`src/rtl/agc_pkg.sv`:
```
// Shared types for the AGC hazard/interlock controller: FSM states, the
// in-flight slot record, and the register-match helper.
package agc_pkg;

  localparam int unsigned HZ_NUM_REGS  = 8;
  // Slots store selects at a fixed width so the struct is independent of NUM_REGS.
  localparam int unsigned HZ_SEL_MAX_W = 8;

  typedef enum logic [1:0] {
    HZ_RUN,
    HZ_DRAIN,
    HZ_HALTED
  } hz_state_t;

  typedef struct packed {
    logic                    valid;
    logic                    wr1_en;
    logic [HZ_SEL_MAX_W-1:0] wr1_sel;
    logic                    wr2_en;
    logic [HZ_SEL_MAX_W-1:0] wr2_sel;
  } hz_slot_t;

  // Out-of-range selects name no real register and must never create a hazard.
  function automatic logic hz_match(
    input logic                    src_en,
    input logic [HZ_SEL_MAX_W-1:0] src_sel,
    input logic                    wr_en,
    input logic [HZ_SEL_MAX_W-1:0] wr_sel,
    input int unsigned             num_regs
  );
    return src_en && wr_en && (src_sel == wr_sel) && (32'(src_sel) < num_regs);
  endfunction

endpackage

```
`src/rtl/agc_slot_pipe.sv`:
```
// DEPTH-deep shift register of in-flight writes (slot0 = E, last = W);
// inserts a bubble when nothing is loaded and reports whether any slot is live.
module agc_slot_pipe
  import agc_pkg::*;
#(
  parameter int unsigned DEPTH = 2
) (
  input  logic                 clk_i,
  input  logic                 rst_ni,
  input  logic                 load_i,
  input  hz_slot_t             slot_i,
  output hz_slot_t [DEPTH-1:0] slots_o,
  output logic                 busy_o
);

  hz_slot_t [DEPTH-1:0] slots_q;

  always_ff @(posedge clk_i) begin
    if (!rst_ni) begin
      slots_q <= '0;
    end else begin
      slots_q[0] <= load_i ? slot_i : '0;
      for (int k = 1; k < int'(DEPTH); k++) begin
        slots_q[k] <= slots_q[k-1];
      end
    end
  end

  always_comb begin
    busy_o = 1'b0;
    for (int k = 0; k < int'(DEPTH); k++) begin
      busy_o = busy_o | slots_q[k].valid;
    end
  end

  assign slots_o = slots_q;

endmodule

```
`src/rtl/agc_hazard_unit.sv`:
```
// Pipeline interlock for the AGC core: RAW stall detection against in-flight
// writes, branch flush, halt/drain/resume FSM and a saturating stall counter.
module agc_hazard_unit
  import agc_pkg::*;
#(
  parameter int unsigned NUM_REGS  = HZ_NUM_REGS,
  parameter int unsigned SEL_W     = $clog2(NUM_REGS),
  parameter int unsigned DEPTH     = 2,
  parameter int unsigned RF_BYPASS = 1,
  parameter int unsigned CNT_W     = 16
) (
  input  logic             clock_i,
  input  logic             reset_n_i,
  input  logic             issue_valid_i,
  input  logic             rs1_en_i,
  input  logic             rs2_en_i,
  input  logic [SEL_W-1:0] rs1_sel_i,
  input  logic [SEL_W-1:0] rs2_sel_i,
  input  logic             wr1_en_i,
  input  logic             wr2_en_i,
  input  logic [SEL_W-1:0] wr1_sel_i,
  input  logic [SEL_W-1:0] wr2_sel_i,
  input  logic             branch_E_i,
  input  logic             halt_req_i,
  input  logic             resume_i,
  output logic             stall_D_o,
  output logic             flush_E_o,
  output logic             halted_o,
  output logic             busy_o,
  output logic [CNT_W-1:0] stall_count_o
);

  // With write-through, the W slot is already visible to the D read.
  localparam int unsigned CHECK_SLOTS = (RF_BYPASS != 0) ? DEPTH - 1 : DEPTH;

  hz_state_t               state_q;
  logic [CNT_W-1:0]        stall_count_q;
  hz_slot_t [DEPTH-1:0]    slots;
  hz_slot_t                new_slot;
  logic [DEPTH-1:0]        slot_hit;
  logic [HZ_SEL_MAX_W-1:0] rs1_x, rs2_x;
  logic                    hazard, hz_stall, in_run, accept, busy;

  assign rs1_x = HZ_SEL_MAX_W'(rs1_sel_i);
  assign rs2_x = HZ_SEL_MAX_W'(rs2_sel_i);

  generate
    for (genvar gi = 0; gi < int'(DEPTH); gi++) begin : g_hit
      localparam logic HIT_EN = (gi < int'(CHECK_SLOTS));
      assign slot_hit[gi] = HIT_EN && slots[gi].valid && (
          hz_match(rs1_en_i, rs1_x, slots[gi].wr1_en, slots[gi].wr1_sel, NUM_REGS) ||
          hz_match(rs1_en_i, rs1_x, slots[gi].wr2_en, slots[gi].wr2_sel, NUM_REGS) ||
          hz_match(rs2_en_i, rs2_x, slots[gi].wr1_en, slots[gi].wr1_sel, NUM_REGS) ||
          hz_match(rs2_en_i, rs2_x, slots[gi].wr2_en, slots[gi].wr2_sel, NUM_REGS));
    end
  endgenerate

  assign hazard   = |slot_hit;
  assign in_run   = (state_q == HZ_RUN);
  assign hz_stall = issue_valid_i & hazard & ~branch_E_i;
  assign accept   = issue_valid_i & ~hz_stall & ~branch_E_i & in_run & ~halt_req_i;

  always_comb begin
    new_slot         = '0;
    new_slot.valid   = 1'b1;
    new_slot.wr1_en  = wr1_en_i;
    new_slot.wr1_sel = HZ_SEL_MAX_W'(wr1_sel_i);
    new_slot.wr2_en  = wr2_en_i;
    new_slot.wr2_sel = HZ_SEL_MAX_W'(wr2_sel_i);
  end

  agc_slot_pipe #(.DEPTH(DEPTH)) u_slot_pipe (
    .clk_i   (clock_i),
    .rst_ni  (reset_n_i),
    .load_i  (accept),
    .slot_i  (new_slot),
    .slots_o (slots),
    .busy_o  (busy)
  );

  always_ff @(posedge clock_i) begin
    if (!reset_n_i) begin
      state_q       <= HZ_RUN;
      stall_count_q <= '0;
    end else begin
      unique case (state_q)
        HZ_RUN:    if (halt_req_i) state_q <= HZ_DRAIN;
        HZ_DRAIN:  if (!busy)      state_q <= HZ_HALTED;
        HZ_HALTED: if (resume_i)   state_q <= HZ_RUN;
        default:                   state_q <= HZ_RUN;
      endcase
      // Only interlock stalls are counted; drain/halt holds are not hazards.
      if (in_run && hz_stall && (stall_count_q != {CNT_W{1'b1}})) begin
        stall_count_q <= stall_count_q + CNT_W'(1);
      end
    end
  end

  assign stall_D_o     = hz_stall | ~in_run;
  assign flush_E_o     = branch_E_i;
  assign halted_o      = (state_q == HZ_HALTED);
  assign busy_o        = busy;
  assign stall_count_o = stall_count_q;

endmodule

```
`config.mk`:
```
export PLATFORM = sky130hd
export DESIGN_NAME = agc_hazard_unit
export DESIGN_NICKNAME = d
export VERILOG_FILES = /design/src/rtl/agc_pkg.sv /design/src/rtl/agc_slot_pipe.sv /design/src/rtl/agc_hazard_unit.sv
export SDC_FILE = /design/constraint.sdc
export NUM_CORES = 1
export LEC_CHECK = 0
export ABC_AREA = 1
export ABC_CLOCK_PERIOD_IN_PS = 1500
export BUFFER_PORTS_ARGS = -buffer_cell sky130_fd_sc_hd__buf_4
export CORE_ASPECT_RATIO = 0.8
export CORE_MARGIN = 5
export CORE_UTILIZATION = 48
export DETAILED_ROUTE_END_ITERATION = 6
export PLACE_DENSITY_LB_ADDON = 0.12
export SLEW_MARGIN = 20
export SYNTH_ARGS = -nofsm -noshare
export SYNTH_HDL_FRONTEND = slang
export SYNTH_SLANG_ARGS = --single-unit
```
`constraint.sdc`:
```
create_clock -name clock_i -period 1.5 [get_ports clock_i]
set_input_delay 0.225 -clock clock_i [delete_from_list [all_inputs] [get_ports clock_i]]
set_output_delay 0.225 -clock clock_i [all_outputs]
set_load 0.01 [all_outputs]
```
# After elaboration in Yosys (flattened, before gate mapping)
# Index checks and enable logic that the tools add are counted.
[classes]
eq_ne = 10
div = 0
mul = 0
n_shift = 0
add_sub_neg = 1
magnitude_cmp = 2
reduce_logical = 21
n_bitwise = 12
n_mux = 5
[ops]
columns = ["op", "count"]
rows = [
  ["$eq A3 B8 Y1", 4],
  ["$mux W19", 1],
  ["$add A16 B1 Y16 const B", 1],
  ["$ne A16 B16 Y1 const B", 1],
  ["$logic_and A1 B1 Y1", 15],
  ["$lt A3 B4 Y1 const B", 2],
  ["$and A1 B1 Y1", 6],
  ["$mux W2", 3],
  ["$ne A2 B2 Y1 const B", 3],
  ["$pmux W2 S3", 1],
  ["$not A1 Y1", 4],
  ["$logic_or A1 B1 Y1", 3],
  ["$reduce_and A3 Y1", 1],
  ["$eq A2 B1 Y1 const B", 1],
  ["$eq A2 B2 Y1 const B", 1],
  ["$logic_not A2 Y1", 1],
  ["$or A1 B1 Y1", 2],
  ["$reduce_and A2 Y1", 1],
]
[word_totals]
register_bits = 38
mem_count = 0
latch_bits = 0
mem_bits_rw = 0
input_bits = 22
mem_bits_ro = 0
elab_cells = 61

# Longest topological paths before layout
# Gate-level depths: netlist of the first run.
[depth]
ltp_word = 15
depth_mapped = 12

# Cells and area by module
# From an unflattened synthesis of the first run, not the netlist that was laid out.
[hier_totals]
cells_unflattened = 342
area_unflattened_um2 = 2359.8
[by_module_without_submodules]
columns = ["module", "area_per_inst_um2", "instances", "seq_area_each_um2", "cells_per_inst"]
rows = [
  ["agc_hazard_unit", 1271.2, 1, 360.3, 223],
  ["agc_slot_pipe", 1088.5, 1, 760.7, 119],
]

# Least setup slack after synthesis of the first run
# OpenSTA, ideal clock, no wires.
[synth_timing]
path_type = "flip-flop to flip-flop"
startpoint = "reg stall_count_q[1] (netlist: stall_count_o[1])"
endpoint = "reg stall_count_q[7] (netlist: stall_count_o[7])"
period_less_slack_ps = 1673
arrival_time_ps = 1538
path_buffers = 1
path_slack_ps = -173
stages_incl_launch_ff = 10
path_cell_list = "dfxtp_1 > ha_1 > nand2_1 > nor2_2 > nand2_2 > nor2_4 > nand2_4 > buf_1 > nand4_1 > a21oi_2"
[synth_between]
elab_chain_cells = 2
word_cells_on_any_way = 3
cone_classes = "1 x add/sub; 1 x eq/ne; 1 x reduce/logical"
[synth_lines]
columns = ["item", "line", "rtl"]
rows = [
  ["start: declaration", "agc_hazard_unit.sv:37", "logic [CNT_W-1:0] stall_count_q;"],
  ["start signal: assignment", "agc_hazard_unit.sv:94", "stall_count_q <= stall_count_q + CNT_W'(1);"],
  ["parallel branches: the longest is 2 deep, another holds $add A16 B1 Y16", "-", ""],
]
# Parallel ways; which one is timed is not known.
# A chain may end at the register's enable or synchronous reset.

# Worst setup path in the final report of the first run
[layout_timing]
startpoint = "reg u_slot_pipe.slots_q, in the netlist u_slot_pipe.slots_o[2]"
endpoint = "out stall_D_o"
[layout_between]
elab_chain_cells = 10
word_cells_on_any_way = 13
cone_classes = "2 x eq/ne; 3 x bitwise; 8 x reduce/logical"
[layout_lines]
columns = ["item", "line", "rtl"]
rows = [
  ["start: declaration", "agc_slot_pipe.sv:16", "hz_slot_t [DEPTH-1:0] slots_q;"],
  ["start signal: indexed assignment", "agc_slot_pipe.sv:24", "slots_q[k] <= slots_q[k-1];"],
  ["$eq A3 B8 Y1", "agc_pkg.sv:31", "return src_en && wr_en && (src_sel == wr_sel) && (32'(src_sel) < num_regs);"],
  ["$logic_and A1 B1 Y1 (2 in a row)", "agc_pkg.sv:31", ""],
  ["$logic_or A1 B1 Y1", "agc_hazard_unit.sv:51", "hz_match(rs1_en_i, rs1_x, slots[gi].wr1_en, slots[gi].wr1_sel, NUM_REGS) ||"],
  ["$logic_or A1 B1 Y1", "agc_hazard_unit.sv:52", "hz_match(rs1_en_i, rs1_x, slots[gi].wr2_en, slots[gi].wr2_sel, NUM_REGS) ||"],
  ["$logic_or A1 B1 Y1 (*)", "agc_hazard_unit.sv:53", "hz_match(rs2_en_i, rs2_x, slots[gi].wr1_en, slots[gi].wr1_sel, NUM_REGS) ||"],
  ["$logic_and A1 B1 Y1 (*)", "agc_hazard_unit.sv:50", "assign slot_hit[gi] = HIT_EN && slots[gi].valid && ("],
  ["$and A1 B1 Y1 (*) (2 in a row)", "agc_hazard_unit.sv:60", "assign hz_stall = issue_valid_i & hazard & ~branch_E_i;"],
  ["$or A1 B1 Y1 (*)", "agc_hazard_unit.sv:99", "assign stall_D_o = hz_stall | ~in_run;"],
  ["end: declaration", "agc_hazard_unit.sv:26", "output logic stall_D_o,"],
]
# Mark *: on every way between the ends. The rest lies on a longest branch, timed or not.

==> out/results.ini, run 1 <==
[cts]
worstSkewPairLatency_ns=0.27
cts-root-buf=clkbuf_8
clockBufferDepth=2
ctsHtreeMaxLevel=1
cts_buffers=3
cts_tree=built
cts_sinks=28
postCtsHoldBufs=0
worst_setup_hold_path_clk_slew_ns=0.09

[sta]
worstMarginPinSlew_ns=0.360
clock_skew_ns=0.00274
fin_tns_setup_ns=-0.892
min_period_ns=1.64
rsz0062_at_grt=true
hold_viol=0
max_freq_ghz=0.610
slew_violations=0
period_share=1.09
layout_setup_ws_ns=-0.140
whs_ns=0.153
finalSetupViolCount=16
timing.slew.headroom=0.758

[critical_path]
cp-start-kind=flop
path_class=flop to output port
reg2reg_depth=13
critPathTopFamily=simple AND/OR/NAND/NOR gates
r2r_end=stall_count_o[12]
crit_path_frequent_cell=nand2_2
cp_cell_sequence=buf_6, nand2_2, nand2_2, nor2_1, nand3_1, nand2_1, nor2_2, o21ai_1, buf_4
path_buf_inv=2
endpoint_kind=output port
arrival_ns=1.42
cp.required_ns=1.27
slowest_stage=dfxtp_2
worst-path-max-fanout=3
reg2reg_from=u_slot_pipe.slots_o[2]
max_stage_delay_ns=0.35
rrSetupSlack_ns=-0.10

[global_route]
grt_pass1_vias=1623
grt_antenna_before_repair=0
overflow=0
grt_usage=0.186
grt_max_degree=17
grt_pass1_wl_um=7520

[place]
dp_slack_ns=-0.0253
hpwl_um=3150
gp_congestion=0.893
place_inst=369
io_buffers=41
dpl_cell_area_um2=2250

[floorplan]
initial_utilization=0.499
fp.dieW_um=76.7
pin_count=42
die_y_um=63.4
fp.coreArea_um2=3420
dieArea_um2=4860
row_count=19

[min_path]
holdCritStartpoint=wr2_sel_i[2]
hp-class=primary input to flop
holdPathStages=3
hold_path_end=u_slot_pipe.slots_o[2]

[synth]
yosysWarnings=0
synth_cells=267
syn_area_per_cell_um2=6.40
synth.cell_area_um2=1710
synth.distinct_cells=29
syn_nets=290
ys_ff_latch=28
yosysSeqAreaShare=0.328

[final_layout]
insertedDiodeCount=0
fin_nets=359
layout-drive-gt1-share=0.355
fin_cells=377
fill_cells=286
area.growth.synth_to_final_pct=44.6
design_area_um2=2470

[run]
cap_violations=0

[detailed_routing]
wl_um=4470
route.vias.total=1847
drt-initial-drc-count=123
wire_per_inst_um=11.9
firstDrtPassIters=4
drc=0
drt.antenna.violating_nets=0
vias_per_cell=4.90

[pwr]
internal-power_uw=1060
swShare=0.245
p_clk_frac=0.337
power_leakage_uw=0.00113
switchingPower_uw=343
ir_drop_mv=0.375
combPwrFrac=0.127
p_seq_frac=0.537
powerDensity_nw_per_um2=568

[run_status]
status=complete, but fails checks
violations=setup timing

-- sequential cells by signal, summed over array words and instances, names as in the netlist --
signal and count:
stall_count_o 16, state_q 2, u_slot_pipe.slots_o 10
-- worst max path at each step --
stage	slack, ns	depth (start not counted)	end	start
after floorplan	0.008	10	stall_count_o[6]	stall_count_o[0]
after global placement	-0.03	13	stall_count_o[12]	rs2_sel_i[1]
after detailed placement	-0.03	13	stall_count_o[12]	rs2_sel_i[1]
after CTS	-0.16	9	stall_D_o	u_slot_pipe.slots_o[2]
after global routing	-0.24	9	stall_D_o	u_slot_pipe.slots_o[17]
final	-0.14	9	stall_D_o	u_slot_pipe.slots_o[2]
-- timing repair --
| item | in CTS | in global routing |
|---|---|---|
| pin swaps | 9 | 9 |
| buffers inserted | 1 | 0 |
| cloned | 2 | 1 |
| resized for setup | 15 | 28 |
| endpoints found under the setup margin | 17 | 26 |
-- per-stage QoR --
stage | util | power, uW
floorplan | - | 852
global route | 0.721 | 1480
finish | 0.721 | 1400
CTS | 0.700 | 1410
detailed placement | 0.657 | 934
global placement | 0.657 | 934
-- cells in the mapped netlist (all sizes together) --
cell    count  area [um2]
clkinv      1        3.75
o21ai       3        15.0
nor3        3        25.0
nand3      13        65.1
dfxtp      28         561
nand4      16         115
xor2        6        52.6
buf         5        37.5
nand2      84         325
clkbuf      1        3.75
nor2       38         158
xnor2       6        52.6
ha          1        12.5
inv        42         158
a22oi       1        7.51
a21oi      17         104
nor4        1        6.26
and2        1        6.26
-- metal layers --
metal  global-route usage  up-vias  part of all wire
li1                     -      977                 -
met5                    0        -                 0
met3               0.0513        5             0.082
met1                0.283      808              0.52
met2                0.254       57              0.39
met4               0.0437        0            0.0085
-- power by group through the flow --
stage / Combinational [uW] / Clock [uW] / Sequential (uW)
5_1_grt: 200 / 521 / 754
3_3_place_gp: 160 / 0 / 774
3_5_place_dp: 160 / 0 / 774
6_report: 178 / 472 / 752
4_1_cts: 167 / 488 / 757
2_1_floorplan: 78.9 / 0 / 773
-- worst register-to-register path, stage by stage (launching register included) --
cell,delay (ns)
dfxtp_2,0.35
buf_6,0.11
nand2_2,0.05
nand2_2,0.06
nor2_1,0.09
nand3_1,0.07
nand2_1,0.07
nor2_2,0.04
buf_4,0.14
nor2_4,0.14
buf_12,0.14
nand3_4,0.08
nor2_2,0.12
nor2_1,0.05
-- final cells by class --
| class | count | area (um2) | area share |
|---|---|---|---|
| repair buffers | 69 | 559 | 0.226 |
| clock buffers | 4 | 55.1 | 0.0223 |
| multi-input cells | 191 | 1060 | 0.429 |
| well taps | 42 | 52.6 | 0.0213 |
| inverters | 43 | 161 | 0.0653 |
| flip-flops and latches | 28 | 582 | 0.236 |
-- cells in the final DEF, fill, tap and decap left out, types with 5 or more instances in the layout --
master | Yosys | layout
a21oi_1 | 12 | 9
a21oi_2 | 5 | 8
buf_4 | 2 | 64
dfxtp_1 | 28 | 19
dfxtp_2 | 0 | 5
inv_1 | 41 | 37
inv_2 | 1 | 5
nand2_1 | 82 | 75
nand2_2 | 1 | 8
nand3_1 | 13 | 12
nand4_1 | 15 | 15
nor2_1 | 34 | 31
xnor2_1 | 6 | 6
xor2_1 | 6 | 6
-- logic make-up after synthesis --
family                     after synthesis  synth area share
and+or+nand+nor                        156             0.410
buffers and inverters                   49             0.119
DFF                                     28             0.328
AOI/OAI and AO/OA                       21            0.0740
xor gates and xnor gates                12            0.0615
adders and majority gates                1           0.00732
(Power assumes the default switching activity.)
==> inputs of run 2 (changes only) <==
--- a/config.mk
+++ b/config.mk
@@ -5,12 +5,13 @@
 export SDC_FILE = /design/constraint.sdc
 export NUM_CORES = 1
 export LEC_CHECK = 0
-export ABC_AREA = 1
 export ABC_CLOCK_PERIOD_IN_PS = 1500
 export BUFFER_PORTS_ARGS = -buffer_cell sky130_fd_sc_hd__buf_4
+export CELL_PAD_IN_SITES_DETAIL_PLACEMENT = 2
+export CELL_PAD_IN_SITES_GLOBAL_PLACEMENT = 2
 export CORE_ASPECT_RATIO = 0.8
-export CORE_MARGIN = 5
-export CORE_UTILIZATION = 48
+export CORE_MARGIN = 10
+export CORE_UTILIZATION = 26
 export DETAILED_ROUTE_END_ITERATION = 6
 export PLACE_DENSITY_LB_ADDON = 0.12
 export SLEW_MARGIN = 20
==> run 2 against run 1 <==
The run still ends with setup timing left. Combinational power up 68%. Die area grew 84%. Register-to-register slack got worse by 0.33 ns. Non-clock buffer count increased by 24. Cell count decreased by 16%. Synthesized cell count fell by 39%. Clock power grew 7.6%. Core utilization shrank 21 points. Critical path depth is 1 lower. Clock skew up 0.0024 ns.
==> out/results.ini, run 2 <==
[run_status]
status=complete, but fails checks
violations=setup timing

[detailed_routing]
drc=0
route.vias.total=1650
drt-initial-drc-count=44
vias_per_cell=5.19
firstDrtPassIters=4
wl_um=7680
drt.antenna.violating_nets=0
wire_per_inst_um=24.1

[pwr]
power_leakage_uw=0.00110
powerDensity_nw_per_um2=566
ir_drop_mv=0.332
total_power_uw=1560

[synth]
ys_ff_latch=28
yosysSeqAreaShare=0.390
yosys.area.top_type_share=0.390
synth_cells=162
syn_area_per_cell_um2=8.87
syn_nets=185
ys_async_sr_fraction=0
synth_ff_type=dfxtp_1
synth_common_cells=28 x dfxtp_1, 16 x nand2_1, 12 x xor2_1
synth_edf_count=0
synth_top_cell_by_area=dfxtp_1
ys_top_cells_by_area=dfxtp_1 39%, xor2_1 7.3%, mux2i_1 4.9%
synth.distinct_cells=36
synth.most_common_cell=dfxtp_1
yosysWarnings=0
synth.cell_area_um2=1440

[min_path]
hp-class=primary input to flop
holdPathStages=2
holdCritStartpoint=wr1_sel_i[2]

[cts]
ctsHtreeMaxLevel=1
cts_tree=built
cts-root-buf=clkbuf_8
worst_setup_hold_path_clk_slew_ns=0.11
cts_buffers=3
clockBufferDepth=2
cts_sinks=28
worstSkewPairLatency_ns=0.29
postCtsHoldBufs=0

[floorplan]
fp.coreArea_um2=5410
initial_utilization=0.266
fp.dieW_um=103
row_count=24
die_y_um=86.5
dieArea_um2=8920
pin_count=42

[global_route]
grt_max_degree=21
overflow=0
grt_pass1_vias=1928
grt_usage=0.162
grt_antenna_before_repair=0
grt_pass1_wl_um=11200

[critical_path]
reg2reg_depth=8
cp.required_ns=1.67
cp-startpoint=u_slot_pipe.slots_o[0]
critPathTopFamily=simple AND/OR/NAND/NOR gates
arrival_ns=2.10
reg2reg_from=u_slot_pipe.slots_o[0]
path_buf_inv=3
cp_cell_sequence=xor2_2, nor4_4, nor4_4, buf_6, buf_8, buf_6, o311ai_4, o41ai_2
endpoint_kind=flop
path_class=flop to flop
slowest_stage=dfxtp_4
cp_num_cells=8
cp-start-kind=flop
worst-path-max-fanout=6
max_stage_delay_ns=0.39

[sta]
worstMarginPinSlew_ns=0.747
timing.slew.headroom=0.495
layout_setup_ws_ns=-0.432
finalSetupViolCount=26
slew_violations=0
hold_viol=0
rsz0062_at_grt=true
whs_ns=0.130
min_period_ns=1.93
max_freq_ghz=0.518
period_share=1.29
clock_skew_ns=0.00514

[final_layout]
insertedDiodeCount=0
layout-drive-gt1-share=0.632
largest_reg_flops=16
area.growth.synth_to_final_pct=92.1
fin_nets=277
layout_commonest_cell=buf_4
fin_util=0.510
design_area_um2=2760
final_cell_mix=85 x buf_4, 17 x dfxtp_1, 16 x nand2_1, 9 x nor4_4, 8 x nand2b_1

[run]
cap_violations=0

[place]
gp_congestion=0.855
dpl_cell_area_um2=2180
hpwl_um=4500
io_buffers=41

-- run 2: power breakdown --
part	leakage [uW]	internal, uW	switching [uW]
Sequential	0.000233	744	9.24
Combinational	0.000842	129	171
Clock	0.0000288	237	272
-- run 2: worst paths after layout --
path | end | slack (ns)
setup reg to reg | stall_count_o[2] | -0.43
hold reg to reg | u_slot_pipe.slots_o[37] | 0.53
setup / recovery | stall_count_o[2] | -0.43
hold / removal | u_slot_pipe.slots_o[11] | 0.13
-- run 2: kinds of logic (layout without fill, tap and decap cells) --
logic type / after synthesis / in the layout / share of synthesized area
adder cells (fa/ha/maj): 1 / 1 / 0.00871
buffers and inverters: 9 / 99 / 0.0296
flip-flops: 28 / 28 / 0.390
XOR/XNOR: 12 / 12 / 0.0732
multiplexers: 7 / 7 / 0.0488
AND/OR/NAND/NOR: 82 / 82 / 0.335
AO/OA/AOI/OAI: 23 / 24 / 0.115
-- run 2: repair_timing --
action | CTS | global route
pin swaps | 23 | 16
gates cloned | 1 | 0
setup buffers | 10 | 2
endpoints found under the setup margin | 26 | 26
gates resized for setup | 52 | 29
-- run 2: worst reg2reg max path: stages (launching register included) --
cell and delay [ns]:
dfxtp_4 0.39, xor2_2 0.19, nor4_4 0.36, nor4_4 0.09, buf_6 0.16, buf_8 0.13
buf_6 0.12, o311ai_4 0.24, o41ai_2 0.13
-- run 2: cell type report --
cell class                 count  area (um2)
tap                           65        81.3
multi-input combinational    126        1280
clock buffer                   4        55.1
timing repair buffer          93         741
inverter                       2        7.51
fill                         541        2650
sequential                    28         589
-- run 2: through the flow --
| step | worst slack [ns] | setup TNS [ns] | cells |
|---|---|---|---|
| floorplan | -0.126 | -1.65 | 162 |
| global placement | -0.360 | -4.81 | 306 |
| detailed placement | -0.490 | -7.45 | 306 |
| CTS | -0.373 | -6.61 | 318 |
| global route | -0.503 | -8.96 | 318 |
| finish | -0.432 | -7.49 | 318 |
-- run 2: metal layers --
metal,GRT usage,wire length (um),vias to the layer above,part of all wire
met3,0.0270,197,8,0.026
met2,0.296,4050,24,0.53
li1,-,-,774,-
met5,0,0,-,0
met4,0.0340,102,0,0.013
met1,0.193,3330,844,0.43
==> inputs of run 3 (changes only) <==
--- a/config.mk
+++ b/config.mk
@@ -13,7 +13,9 @@
 export CORE_MARGIN = 10
 export CORE_UTILIZATION = 26
 export DETAILED_ROUTE_END_ITERATION = 6
+export MAX_ROUTING_LAYER = met4
 export PLACE_DENSITY_LB_ADDON = 0.12
+export RECOVER_POWER = 25
 export SLEW_MARGIN = 20
 export SYNTH_ARGS = -nofsm -noshare
 export SYNTH_HDL_FRONTEND = slang
==> run 3 against run 2 <==
The run still ends with setup timing left. Clock skew decreased by 0.0026 ns. Fmax up 0.37%. Combinational power about the same. Largest cell class unchanged.
==> out/results.ini, run 3 (synthesis gave the netlist of run 2 again) <==
[run_status]
status=complete, but fails checks
violations=setup timing

[pwr]
powerDensity_nw_per_um2=565
power_leakage_uw=0.00109
ir_drop_mv=0.332

[final_layout]
largest_reg_flops=16
area.growth.synth_to_final_pct=91.6
insertedDiodeCount=0
fin_nets=277
final_cell_mix=83 x buf_4, 17 x dfxtp_1, 16 x nand2_1, 9 x nor4_4, 8 x nand2b_1
fin_cells=318
design_area_um2=2750
layout-drive-gt1-share=0.625
fill_cells=545
layout_commonest_cell=buf_4
fin_util=0.509

[sta]
whs_ns=0.134
clock_skew_ns=0.00257
period_share=1.28
min_period_ns=1.93
fin_tns_setup_ns=-7.43
slew_violations=0
timing.slew.headroom=0.494
layout_setup_ws_ns=-0.425
rsz0062_at_grt=true
hold_viol=0
worstMarginPinSlew_ns=0.749
finalSetupViolCount=26
max_freq_ghz=0.519

[floorplan]
fp.dieW_um=103
dieArea_um2=8920
fp.coreArea_um2=5410
initial_utilization=0.266
die_y_um=86.5
pin_count=42
row_count=24

[detailed_routing]
route.vias.total=1645
drc=0
drt-initial-drc-count=47
vias_per_cell=5.17
firstDrtPassIters=4
wire_per_inst_um=24.1
drt.antenna.violating_nets=0
wl_um=7650

[cts]
cts_buffers=3
worst_setup_hold_path_clk_slew_ns=0.10
cts_tree=built
cts_sinks=28
worstSkewPairLatency_ns=0.29
clockBufferDepth=2
postCtsHoldBufs=0
cts-root-buf=clkbuf_8
ctsHtreeMaxLevel=1

[critical_path]
cp-start-kind=flop
worst-path-max-fanout=6
path_class=flop to flop
endpoint_kind=flop
arrival_ns=2.09
cp.required_ns=1.67

[global_route]
grt_antenna_before_repair=0
grt_max_degree=21
grt_pass1_wl_um=11200
grt_pass1_vias=1927
overflow=0
grt_usage=0.167

[run]
cap_violations=0

[place]
place_inst=306
hpwl_um=4500
gp_congestion=0.869
dpl_cell_area_um2=2180
io_buffers=41

[min_path]
hp-class=primary input to flop

==> run 3: cell types whose count changed in the layout (fill, tap and decap cells not counted), sizes merged <==
cell,before,now
buf,93,91
clkbuf,4,6
==> run 3: worst paths after layout <==
| kind | from | endpoint | slack (ns) | depth (start not counted) |
|---|---|---|---|---|
| worst max-delay path | u_slot_pipe.slots_o[0] | stall_count_o[2] | -0.43 | 8 |
| worst min-delay path | wr1_sel_i[2] | u_slot_pipe.slots_o[11] | 0.13 | 2 |
| worst max register to register | u_slot_pipe.slots_o[0] | stall_count_o[2] | -0.43 | 8 |
| worst min register to register | u_slot_pipe.slots_o[18] | u_slot_pipe.slots_o[37] | 0.53 | 1 |
==> run 3: worst max-delay path: stages, from the launching register on <==
cell,delay [ns]
dfxtp_4,0.39
xor2_2,0.19
nor4_4,0.36
nor4_4,0.09
buf_6,0.15
buf_8,0.13
buf_6,0.12
o311ai_4,0.23
o41ai_2,0.13
==> run 3: final cells by class <==
type	count	area (um2)	area share
clock buffer	4	55.1	0.0200
inverter	2	7.51	0.00273
multi-input combinational	126	1280	0.467
sequential	28	589	0.214
tap	65	81.3	0.0296
timing repair buffer	93	733	0.266
==> run 3: what timing repair did <==
item,CTS,global route
pin swaps,23,16
cloned,1,0
buffers inserted,10,2
setup endpoints to repair,26,26
resized for setup,52,29
==> run 3: metal layers <==
layer  track usage  share of wire
met5             -              0
met4        0.0340          0.013
met3        0.0263          0.022
met2         0.297           0.53
met1         0.192           0.44
==> run 3: power breakdown <==
part	internal, uW	switching (uW)
Combinational	127	170
Sequential	744	9.26
Clock	237	267
==> run 3: stage by stage <==
| stage | setup slack, ns | power, uW |
|---|---|---|
| CTS | -0.373 | 1520 |
| finish | -0.425 | 1550 |
| detailed placement | -0.490 | 991 |
| global placement | -0.360 | 977 |
| global route | -0.503 | 1610 |
| floorplan | -0.126 | 870 |
